`config.mk`:
```
export PLATFORM = sky130hd
export DESIGN_NAME = pipe_chain
export DESIGN_NICKNAME = d
export VERILOG_FILES = /design/src/rtl/pipe_chain.sv
export SDC_FILE = /design/constraint.sdc
export NUM_CORES = 1
export LEC_CHECK = 0
export ABC_AREA = 1
export CORE_AREA = 2 2 171 173
export CTS_CLUSTER_SIZE = 24
export DETAILED_ROUTE_END_ITERATION = 12
export DIE_AREA = 0 0 173 175
export PLACE_DENSITY_LB_ADDON = 0.15
export SLEW_MARGIN = 10
export SYNTH_ARGS = -nofsm -noshare
export SYNTH_HDL_FRONTEND = slang
export SYNTH_SLANG_ARGS = --single-unit
```
`constraint.sdc`:
```
create_clock -name clk -period 5.4 [get_ports clk]
set_clock_uncertainty 0.15 [all_clocks]
set_input_delay 0.54 -clock clk [delete_from_list [all_inputs] [get_ports clk]]
set_output_delay 0.54 -clock clk [all_outputs]
set_load 0.01 [all_outputs]
```
`src/rtl/pipe_chain.sv`:
```
// pipe_chain: valid/ready pipeline with per-stage stall, range flush and taps.
// Define PIPE_CHAIN_PERF_EN to build the saturating performance counters.
module pipe_chain #(
    parameter int W      = 32,
    parameter int STAGES = 5,
    parameter int CNT_W  = 32
) (
    input  logic                clk,
    input  logic                rst,
    input  logic                in_valid,
    output logic                in_ready,
    input  logic [W-1:0]        in_data,
    input  logic [STAGES-1:0]   stall_req,
    input  logic [STAGES-1:0]   flush_req,
    output logic                out_valid,
    input  logic                out_ready,
    output logic [W-1:0]        out_data,
    output logic [STAGES-1:0]   stage_valid,
    output logic [STAGES*W-1:0] stage_data,
    output logic [CNT_W-1:0]    cnt_retired,
    output logic [CNT_W-1:0]    cnt_bubble,
    output logic [CNT_W-1:0]    cnt_flush
);
    logic [STAGES-1:0] r_valid;
    logic [W-1:0]      r_data [STAGES];
    logic [STAGES-1:0] w_move, w_ready, w_kill, w_cap;
    logic [W-1:0]      w_src  [STAGES];

    // Ready ripples from the oldest stage down so back-pressure costs no cycle;
    // a stalled stage neither accepts nor releases its item.
    always_comb begin
        w_move = '0;
        w_ready = '0;
        w_kill = '0;
        w_cap = '0;
        w_move[STAGES-1] = r_valid[STAGES-1] && out_ready && !stall_req[STAGES-1];
        w_ready[STAGES-1] = !stall_req[STAGES-1] && (!r_valid[STAGES-1] || w_move[STAGES-1]);
        for (int i = STAGES-2; i >= 0; i--) begin
            w_move[i] = r_valid[i] && !stall_req[i] && w_ready[i+1];
            w_ready[i] = !stall_req[i] && (!r_valid[i] || w_move[i]);
        end
        for (int i = 0; i < STAGES; i++)
            w_kill[i] = |(flush_req >> i);
        w_src[0] = in_data;
        w_cap[0] = in_valid && w_ready[0] && !w_kill[0];
        for (int i = 1; i < STAGES; i++) begin
            w_src[i] = r_data[i-1];
            w_cap[i] = w_move[i-1] && !w_kill[i-1];
        end
    end

    always_ff @(posedge clk) begin
        if (rst) begin
            r_valid <= '0;
            for (int i = 0; i < STAGES; i++)
                r_data[i] <= '0;
        end else begin
            for (int i = 0; i < STAGES; i++) begin
                r_valid[i] <= !w_kill[i] && (w_cap[i] || (r_valid[i] && !w_move[i]));
                if (w_cap[i])
                    r_data[i] <= w_src[i];
            end
        end
    end

    always_comb begin
        stage_data = '0;
        for (int i = 0; i < STAGES; i++)
            stage_data[i*W +: W] = r_data[i];
    end

    assign in_ready    = w_ready[0];
    assign out_valid   = r_valid[STAGES-1];
    assign out_data    = r_data[STAGES-1];
    assign stage_valid = r_valid;

`ifdef PIPE_CHAIN_PERF_EN
    logic [CNT_W-1:0] r_cnt_ret, r_cnt_bub, r_cnt_fl;

    always_ff @(posedge clk) begin
        if (rst) begin
            r_cnt_ret <= '0;
            r_cnt_bub <= '0;
            r_cnt_fl  <= '0;
        end else begin
            if (w_move[STAGES-1] && r_cnt_ret != '1)
                r_cnt_ret <= r_cnt_ret + 1'b1;
            if (out_ready && !r_valid[STAGES-1] && r_cnt_bub != '1)
                r_cnt_bub <= r_cnt_bub + 1'b1;
            if (|flush_req && r_cnt_fl != '1)
                r_cnt_fl <= r_cnt_fl + 1'b1;
        end
    end

    assign cnt_retired = r_cnt_ret;
    assign cnt_bubble  = r_cnt_bub;
    assign cnt_flush   = r_cnt_fl;
`else
    assign cnt_retired = '0;
    assign cnt_bubble  = '0;
    assign cnt_flush   = '0;
`endif
endmodule

```
Yosys cells after proc, flatten, opt, wreduce, memory -nomap -nowiden
Memory sizes are Yosys's and may differ from the RTL's.
Cells that the tools add are included.
- muxes and demuxes: 22
- bitwise logic cells: 5
- reductions and logical operators: 65
- operators by type and width (cell ; number):
    two-way mux 32 bit ; 5
    logical AND 1 bit ; 31
    logical NOT 1 bit ; 20
    two-way mux 1 bit ; 17
    logical OR 1 bit ; 10
    bitwise OR 1 bit ; 5
    OR reduction 5 bit ; 1
    OR reduction 4 bit ; 1
    OR reduction 3 bit ; 1
    OR reduction 2 bit ; 1
- output and inout bits: 295
- bits in writable memories: 160
- memories kept: 1
- word-level logic and storage cells: 94
- register bits after elaboration: 5
- memories (name ; depth ; width ; rd ports ; clocked after memory_dff ; wr ports ; line ; source):
    r_data ; 5 ; 32 ; 5 ; 0 ; 5 ; 25 ; logic [W-1:0] r_data [STAGES];

Longest topological paths before layout
Gate-level depths: netlist (run 1).
- depth after elaboration: 22
- mapped depth: 15
- depth with buffers taken out: 14

Worst setup path after synthesis (run 1)
No wires, ideal clock.
- path kind: input port to flip-flop
- from: input stall_req[3]
- to: memory r_data[2][0] (netlist: r_data[0][64]), enable pin
- setup slack: 1.401 ns
- cell stages on the path: 9
- setup time: 0.466 ns
- data required time: 4.784 ns
- arrival: 3.383 ns
- cell sequence: inv_1 > nand2_1 > nor2_1 > nand2_1 > nand2_1 > nand2_1 > nand2_1 > nand2_1 > o21ai_0
- RTL lines (what ; line ; source):
    from (decl) ; 13 ; input logic [STAGES-1:0] stall_req,
    to (decl) ; 25 ;

==> results of run 1 <==
-- worst reg2reg max path, cell delays in order, from the launching register on --
cell and delay, ps:
dfxtp_1 360, nand2_1 70, nor2_1 150, nand2_1 70, nand2_1 80, nand2_1 70
nand2_1 90, nand2_1 120, nand2_1 140, nand2_1 80, nand2_1 140, nand4_4 600
nand2_1 240, buf_4 410
-- worst paths after layout --
check	cells after the start	endpoint	slack, ps
worst max-delay path	15	r_data[0][31]$_SDFFCE_PN0P_	2060
worst min-delay path	2	stage_valid[2]$_SDFF_PP0_	370
worst max register to register	13	r_data[0][31]$_SDFFCE_PN0P_	2290
worst min register to register	2	stage_valid[2]$_SDFF_PP0_	370
-- cells in the final DEF (no fill, tap or decap), types with 2 or more instances in the layout --
cell             instances
nor3b_1                  3
nand2_1                 25
inv_6                    4
dfxtp_1                  5
edfxtp_1               160
clkdlybuf4s50_1        244
a21oi_1                 73
conb_1                  96
clkinv_4                 3
clkinv_1                 2
nand3_1                  2
buf_4                    5
clkbuf_16               17
inv_8                    4
inv_1                  169
a21oi_2                 89
buf_12                   2
bufinv_16                2
o31ai_1                  2
nor2_1                   8
-- through the flow --
step | hold slack [ps] | std cells
6_report | 373 | 1308
3_3_place_gp | 360 | 1276
2_1_floorplan | 365 | 804
3_5_place_dp | 358 | 1276
4_1_cts | 372 | 1308
5_1_grt | 398 | 1308
-- sequential cells by signal (all words and copies together), names as in the netlist --
| name | flops |
|---|---|
| r_data | 160 |
| stage_valid | 5 |
-- Yosys cell counts --
cell / number
or2_1: 1
buf_6: 10
edfxtp_1: 160
buf_2: 10
a21oi_1: 73
buf_4: 129
o31ai_1: 2
nand4_2: 1
nand3_1: 2
nor3b_1: 3
or2_4: 1
dfxtp_1: 5
clkbuf_1: 14
nand2_1: 25
o21ai_0: 1
nor2_4: 1
a211oi_1: 1
nor2_1: 8
conb_1: 1
inv_1: 169
a21oi_2: 89
clkinv_1: 1
inv_2: 2
-- layer usage --
layer | track usage | vias up | wire length, µm
met1 | 0.154 | 2243 | 8220
met5 | 0 | - | 0
met2 | 0.200 | 198 | 9340
met3 | 0.0376 | 13 | 1270
li1 | - | 2462 | -
met4 | 0.0339 | 0 | 214
-- kinds of logic (layout without fill, tap and decap cells) --
| group | Yosys count | in the layout | share of synthesized area |
|---|---|---|---|
| other cells | 1 | 96 | 0.000463 |
| simple gates | 42 | 42 | 0.0241 |
| compound gates | 166 | 166 | 0.145 |
| buf+inv | 335 | 455 | 0.226 |
| flops | 165 | 165 | 0.605 |
-- power by group through the flow --
| stage | Combinational [mW] | Clock [mW] | Sequential (mW) |
|---|---|---|---|
| after detailed placement | 0.269 | 0 | 1.50 |
| after global placement | 0.270 | 0 | 1.50 |
| after global routing | 0.286 | 1.33 | 1.48 |
| after CTS | 0.270 | 1.29 | 1.48 |
| final | 0.266 | 1.24 | 1.47 |
| after floorplan | 0.142 | 0 | 1.52 |
-- area by class of cell --
class | count | area (µm²)
Timing Repair Buffer | 251 | 2520
Clock buffer | 18 | 429
Inverter | 172 | 653
Fill cell | 2822 | 17500
Clock inverter | 14 | 166
Tap cell | 384 | 480
Sequential cell | 165 | 4900
Multi-Input combinational cell | 304 | 1750
==> summary.md, run 1 <==
| Metric | Value |
|---|---|
| First-pass GRT wire length | 28.3 mm |
| Max-slew violations | 0 |
| Worst-path clk slew | approximately 70 ps |
| Slew @ Worst Pin | ~1100 ps |
| Clock Latency Late Sink | 420 ps |
| DP Worst Slack | between 1500 and 2000 ps |
| Worst setup margin | between 2000 and 2500 ps |
| Antenna fix cells | 0 |
| Pint | 2.27 mW |
| Post-CTS resize count | 0 |
| Total global routing overflow | 0 |
| Synthesized area per cell | between 10 and 15 µm² |
| Yosys warns | 0 |
| Seq pwr share | 0.494 |
| Status | finished, final reports clean |
| Setup crit start kind | primary input |
| CP cell instances | clkdlybuf4s50_1, inv_1, nand2_1, nor2_1, nand2_1, nand2_1, nand2_1, nand2_1, nand2_1, nand2_1, nand2_1, nand2_1, nand4_4, nand2_1, buf_4 |
| # rows | 62 |
| Top delay family on crit path | simple AND/OR/NAND/NOR gates |
| Net count reported at finish | approximately 960 |
| Hold crit path type | register to register |
| Beginning of the critical path | stall_req[3] |
| Cell taking the most area after synthesis | edfxtp_1 |
| Cells taking the most area after synthesis | edfxtp_1 59%, buf_4 12%, a21oi_2 9.6% |
| RSZ-0062 raised after global routing | false |
| Post-Place Cell Area | ~0.010 mm² |
| Finished Core Util | 0.384 |
| CORE AREA | ~0.028 mm² |
| Vias | 4,916 |
| Tot GR Track Use | 0.121 |
| DR iter-0 viols | around 270 |
| CP dominant cell by count | nand2_1 |
| Detailed-route DRC error count | 0 |
| Max-cap violations | 0 |
| Worst Path Required | 5320 ps |
| Post-route design area | around 0.011 mm² |
| H-tree levels | 4 |
| Critical path's slowest cell | nand4_4 |
| Fin crit share | 0.618 |
| Vias in the first global route | around 4,600 |
| Reg2reg start | stage_valid[3]$_SDFF_PP0_ |
| Yosys reg bits | between 150 and 200 |
| Via-per-instance ratio | roughly 3.8 |
| Sw Share | 0.238 |
| Syn Inst Count | roughly 700 |
| Layout area overhead | 34.5% |
| Hold_buf cts | 0 |
| Leak | 4.24 nW |
| Arrival @ worst endpoint | about 3300 ps |
| Die span in x | roughly 170 µm |
| Final RePlAce weighted congestion | approximately 0.8 |
| Final WL | around 19 mm |
| Die area | about 0.030 mm² |
| Fin crit period | 3340 ps |
| Die Ht | 175 µm |
| Crit path max fanout | 45 |
| Total negative slack | 0 ps |
| Sequential share of the synthesized area | 0.605 |
| Clock power share | 0.417 |
| Clk root buf | clkbuf_16 |
| Num CTS Buffers | 17 |
| Final setup viols | 0 |
| CTS tree | done |
| Hold path start | stage_valid[2]$_SDFF_PP0_ |
| ANT nets after route | 0 |
| Pin count of the biggest net entering global routing | roughly 130 |
| Synth top area share | 0.593 |
| Sw Pwr | roughly 0.7 mW |
| Synthesized area | 0.00811 mm² |
| Layout cells sized above 1 | 0.143 |
| Setup bufs post-CTS | 0 |
| Crit-path max cell delay | roughly 600 ps |
| Initial antenna violation count | 0 |
| Crit end category | register |
| PortBufs | about 240 |
| Clock Path Buffers | 2 |
| WP buf/inv | 3 |
| I/O pin count | 341 |
| Maximum VDD drop | 0.141 mV |
| Synth cell types | 23 |
| PwrDens | 274 mW/mm² |
| Combinational share of power | 0.089 |
| Avg WL per Cell | roughly 15 µm |
| Slew Limit Headroom | 0.282 |
| Starting Density | 0.285 |
| Pwr Total | ~3.0 mW |
| Worst Setup Path Type | primary input to register |
| Count of TritonRoute iterations in the first routing pass | 4 |
| CTS Sinks | 165 |
| Final hold vios | 0 |
| FMAX | roughly 300 MHz |
| DP Wirelength | 13.4 mm |
No activity file was read; power rests on OpenSTA's default activity.
==> inputs of run 2 (changes only) <==
- clock period: 5.4 -> 3.3 ns (I/O delays scaled with it)
==> run 2 against run 1 <==
  * Register-to-register slack got worse by 1400 ps
  * Core utilization increased by 0.45 points
  * Non-clock buffer count increased by 10
  * Critical path type is now register to output pin
  * Final area increased by 1.2%
  * Routed wire length decreased by 0.33%
  * Sequential share of layout area decreased by 0.53 points
  * Via count increased by 0.37%
  * Die area unchanged
  * Largest power group unchanged
  * Clock power increased by 55%
  * Cell count increased by 0.76%
  * Total power increased by 60%
  * Largest cell class unchanged
  * Clock-buffer cell count decreased by 1
==> summary.md, run 2 (synthesized netlist as in run 1, its figures left out) <==
| Metric | Value |
|---|---|
| Tot GR Track Use | 0.121 |
| Fillcell total | about 2,800 |
| Worst setup margin | slightly below 500 ps |
| Worst Setup Path Type | register to output pin |
| CP cell instances | nand2_1, nor2_1, nand2_1, nand2_1, nand2_1, nand2_1, nand2_1, nand2_1, nand2_1, a21oi_1, clkdlybuf4s50_1 |
| Final RePlAce weighted congestion | about 0.8 |
| Setup bufs post-CTS | 0 |
| Clock Latency Late Sink | 420 ps |
| Post-Place Cell Area | ~0.010 mm² |
| Pwr Total | roughly 4.8 mW |
| Fin crit period | roughly 2800 ps |
| Num CTS Buffers | 17 |
| CTS Sinks | 165 |
| Hold crit path type | primary input to register |
| Total global routing overflow | 0 |
| FMAX | roughly 360 MHz |
| Die span in x | 173 µm |
| RSZ-0062 raised after global routing | false |
| Non-Filler Instances | 1,318 |
| Largest Register | r_data |
| Setup crit start kind | register |
| Pin count of the biggest net entering global routing | between 80 and 90 |
| Max-cap violations | 0 |
| Most Used Layer, Global Route | met2 |
| Fin crit share | 0.852 |
| Status | finished, final reports clean |
| First-pass GRT wire length | around 28 mm |
| # rows | 62 |
| Worst-path clk slew | roughly 70 ps |
| Count of TritonRoute iterations in the first routing pass | 4 |
| Detailed-route DRC error count | 0 |
| DP Worst Slack | around 430 ps |
| Clock Path Buffers | 2 |
| Maximum VDD drop | about 0.22 mV |
| Die Ht | between 150 and 200 µm |
| Critical path's slowest cell | clkdlybuf4s50_1 |
| Final hold vios | 0 |
| Finished Core Util | 0.389 |
| DR iter-0 viols | 186 |
| Die area | 0.0303 mm² |
| H-tree levels | 4 |
| CP dominant cell by count | nand2_1 |
| Max-slew violations | 0 |
| Final setup viols | 0 |
| ANT nets after route | 0 |
| PwrDens | around 430 mW/mm² |
| Total negative slack | 0 ps |
| Net count reported at finish | between 900 and 1,000 |
| CORE AREA | 0.0284 mm² |
| Layout cells sized above 1 | 0.153 |
| Met1 Use GR | 0.153 |
| Clk root buf | clkbuf_16 |
| Via-per-instance ratio | between 3 and 4 |
| Vias in the first global route | roughly 4,600 |
| Antenna fix cells | 0 |
| Post-route design area | between 0.01 and 0.015 mm² |
| Post-CTS resize count | 0 |
| Initial antenna violation count | 0 |
| Layout area overhead | 36.1% |
| Commonest cells after routing, fill and taps aside | 244 x clkdlybuf4s50_1, 169 x inv_1, 160 x edfxtp_1, 96 x conb_1, 89 x a21oi_2 |
| CTS tree | done |
| Arrival @ worst endpoint | between 2000 and 2500 ps |
| GR Util met2 | 0.196 |
| Crit path max fanout | 3 |
| Hold_ws | 356 ps |
| Max FFs per register | between 150 and 200 |
| Final WL | ~19 mm |
| Worst Path Required | approximately 2800 ps |
| Dpl cells | ~1,300 |
| Met3 GRT Util | 0.0383 |
| Commonest non-fill, non-tap cell in the layout | clkdlybuf4s50_1 |
| Starting Density | 0.285 |
| Avg WL per Cell | between 10 and 15 µm |
| Vias | ~4,900 |
| Crit end category | output pin |
| DP Wirelength | roughly 14 mm |
| I/O pin count | about 340 |
| Leak | about 4.3 nW |
| PortBufs | 244 |
| Crit-path max cell delay | 550 ps |
| Hold_buf cts | 0 |
-- run 2: cell count changes in the layout (fill, tap and decap cells not counted), sizes merged --
cell / previous run / this run
buf: 7 / 17
bufinv: 2 / 0
clkbuf: 18 / 17
inv: 178 / 181
-- run 2: final cells by class --
type / instances / area [µm²] / area share
repair buffers: 261 / 2680 / 0.243
clock inverters: 15 / 136 / 0.0124
clock buffers: 17 / 425 / 0.0386
inverters: 172 / 653 / 0.0592
multi-input cells: 304 / 1750 / 0.158
flip-flops and latches: 165 / 4900 / 0.445
well taps: 384 / 480 / 0.0436
-- run 2: routing by layer --
metal | up-vias | part of all wire
met5 | - | 0
met4 | 0 | 0.018
met3 | 16 | 0.064
met2 | 193 | 0.48
met1 | 2242 | 0.44
li1 | 2483 | -
-- run 2: path summary, 6_finish.rpt --
check	to	cells after the start	from	slack, ps
setup / recovery	in_ready	11	stage_valid[3]$_SDFF_PP0_	490
hold / removal	stage_valid[4]$_SDFF_PP0_	2	flush_req[4]	360
setup reg to reg	r_data[0][125]$_SDFFCE_PN0P_	13	stage_valid[3]$_SDFF_PP0_	890
hold reg to reg	stage_valid[2]$_SDFF_PP0_	2	stage_valid[2]$_SDFF_PP0_	370
-- run 2: worst max-delay path, delay by kind of cell, from the launching register on --
| kind | cells | cell delay, ps |
|---|---|---|
| buf+inv | 1 | 550 |
| compound gates | 1 | 140 |
| simple gates | 9 | 860 |
| flops | 1 | 370 |
-- run 2: report_power, final --
part	switching, mW	total [mW]	internal [mW]
sequential	0.0447	2.41	2.36
clock	0.922	1.92	1.00
combinational	0.230	0.444	0.215
==> inputs of run 3 (changes only) <==
--- a/config.mk
+++ b/config.mk
@@ -7,8 +7,10 @@
 export LEC_CHECK = 0
 export ABC_AREA = 1
-export CORE_AREA = 2 2 171 173
+export CELL_PAD_IN_SITES_DETAIL_PLACEMENT = 2
+export CELL_PAD_IN_SITES_GLOBAL_PLACEMENT = 2
+export CORE_AREA = 2 2 180 182
 export CTS_CLUSTER_SIZE = 24
 export DETAILED_ROUTE_END_ITERATION = 12
-export DIE_AREA = 0 0 173 175
+export DIE_AREA = 0 0 182 184
 export PLACE_DENSITY_LB_ADDON = 0.15
 export SLEW_MARGIN = 10
--- a/constraint.sdc
+++ b/constraint.sdc
@@ -3,3 +3,3 @@
 set_input_delay 0.33 -clock clk [delete_from_list [all_inputs] [get_ports clk]]
 set_output_delay 0.33 -clock clk [all_outputs]
-set_load 0.01 [all_outputs]
+set_load 0.02 [all_outputs]
==> run 3 against run 2 <==
  * First-iteration DRC count increased by 16%
  * Critical path depth is 2 higher
  * Setup slack worse by 94 ps
==> summary.md, run 3 (synthesized netlist as in run 1, its figures left out) <==
| Metric | Value |
|---|---|
| Max-slew violations | 0 |
| Tot GR Track Use | 0.130 |
| Crit-path max cell delay | 620 ps |
| Crit end category | output pin |
| RSZ-0062 raised after global routing | false |
| Final hold vios | 0 |
| Critical path's slowest cell | clkdlybuf4s50_1 |
| Total negative slack | 0 ps |
| Worst setup margin | 394 ps |
| Crit path max fanout | 3 |
| WP buf/inv | 3 |
| ANT nets after route | 0 |
| Worst Setup Path Type | primary input to output pin |
| Clock Latency Late Sink | approximately 430 ps |
| Worst Path Required | roughly 2800 ps |
| Antenna fix cells | 0 |
| Area occupied by multi-input gates | around 0.0018 mm² |
| Dpl cells | 1,304 |
| Leak | 4.31 nW |
| Hold crit path type | primary input to register |
| Setup bufs post-CTS | 0 |
| DP Wirelength | between 15 and 20 mm |
| Post-CTS resize count | 0 |
| Vias | 5,116 |
| Starting Density | 0.258 |
| PortBufs | about 240 |
| Die area | ~0.033 mm² |
| Post-route design area | between 0.01 and 0.015 mm² |
| PwrDens | 445 mW/mm² |
| Fin crit period | between 2000 and 3000 ps |
| Total global routing overflow | 0 |
| CTS Sinks | 165 |
| Non-Filler Instances | about 1,300 |
| Layout area overhead | 36.4% |
| CP cell instances | clkdlybuf4s50_1, inv_1, nand2_1, nor2_1, nand2_1, nand2_1, nand2_1, nand2_1, nand2_1, nand2_1, nand2_1, a21oi_1, clkdlybuf4s50_1 |
| CP dominant cell by count | nand2_1 |
| First-pass GRT wire length | 33.2 mm |
| Worst-path clk slew | about 70 ps |
| Status | finished, final reports clean |
| Maximum VDD drop | 0.277 mV |
| Final setup viols | 0 |
| Vias in the first global route | approximately 5,400 |
| Final WL | 21.9 mm |
| Final RePlAce weighted congestion | a little over 0.7 |
| DR iter-0 viols | about 220 |
| Layout cells sized above 1 | 0.154 |
| Register area | a little under 0.005 mm² |
| Fillcell total | 3,383 |
| Finished Core Util | 0.352 |
| Initial antenna violation count | 0 |
| # rows | 65 |
| Largest Register | r_data |
| Die Ht | roughly 180 µm |
| Hold_buf cts | 0 |
| Fin crit share | 0.881 |
| FMAX | ~340 MHz |
| Commonest non-fill, non-tap cell in the layout | clkdlybuf4s50_1 |
| Top delay family on crit path | buffers and inverters |
| Clock Path Buffers | 2 |
| Num CTS Buffers | 17 |
| Clk root buf | clkbuf_16 |
| DP Worst Slack | approximately 280 ps |
| Setup crit start kind | primary input |
| Via-per-instance ratio | around 3.8 |
| Avg WL per Cell | around 16 µm |
| Pin count of the biggest net entering global routing | 70 |
| Arrival @ worst endpoint | approximately 2400 ps |
| Net count reported at finish | 967 |
| Max FFs per register | 160 |
| Post-Place Cell Area | around 0.010 mm² |
| I/O pin count | 341 |
| Count of TritonRoute iterations in the first routing pass | 4 |
| Die span in x | between 150 and 200 µm |
| Max-cap violations | 0 |
| CTS tree | done |
| Detailed-route DRC error count | 0 |
| CORE AREA | between 0.03 and 0.04 mm² |
| Commonest cells after routing, fill and taps aside | 244 x clkdlybuf4s50_1, 169 x inv_1, 160 x edfxtp_1, 96 x conb_1, 89 x a21oi_2 |
| H-tree levels | 4 |
-- run 3: changes by cell type in the layout (fill, tap and decap cells not counted), sizes merged --
| cell | delta |
|---|---|
| inv | -1 |
| clkinv | -2 |
| clkinvlp | +2 |
-- run 3: final timing paths --
kind                             start                          end  slack, ps  depth (start not counted)
max reg2reg  stage_valid[3]$_SDFF_PP0_  r_data[0][29]$_SDFFCE_PN0P_        760                         13
max                       stall_req[3]                     in_ready        390                         13
min                       flush_req[4]    stage_valid[4]$_SDFF_PP0_        360                          2
min reg2reg  stage_valid[2]$_SDFF_PP0_    stage_valid[2]$_SDFF_PP0_        380                          2
-- run 3: area by class of cell --
type / count / share of cell area
Tap cell: 402 / 0.0455
Clock buffer: 17 / 0.0385
Multi-Input combinational cell: 304 / 0.158
Sequential cell: 165 / 0.444
Clock inverter: 14 / 0.0122
Inverter: 172 / 0.0591
Timing Repair Buffer: 261 / 0.243
-- run 3: power by group --
part	switching (mW)	internal (mW)	leakage, nW
logic	0.355	0.214	2.36
registers	0.0460	2.36	1.67
clock network	0.934	1.00	0.269
-- run 3: through the flow --
stage,hold WS (ps),power [mW]
floorplan,258,2.84
global placement,365,3.03
detailed placement,379,3.04
CTS,339,5.00
global route,348,5.12
finish,361,4.91
-- run 3: routing by layer --
metal / global-route usage / wire [µm]
met5: 0 / 0
met4: 0.0281 / 142
met3: 0.0555 / 1910
met2: 0.217 / 10600
met1: 0.157 / 9240
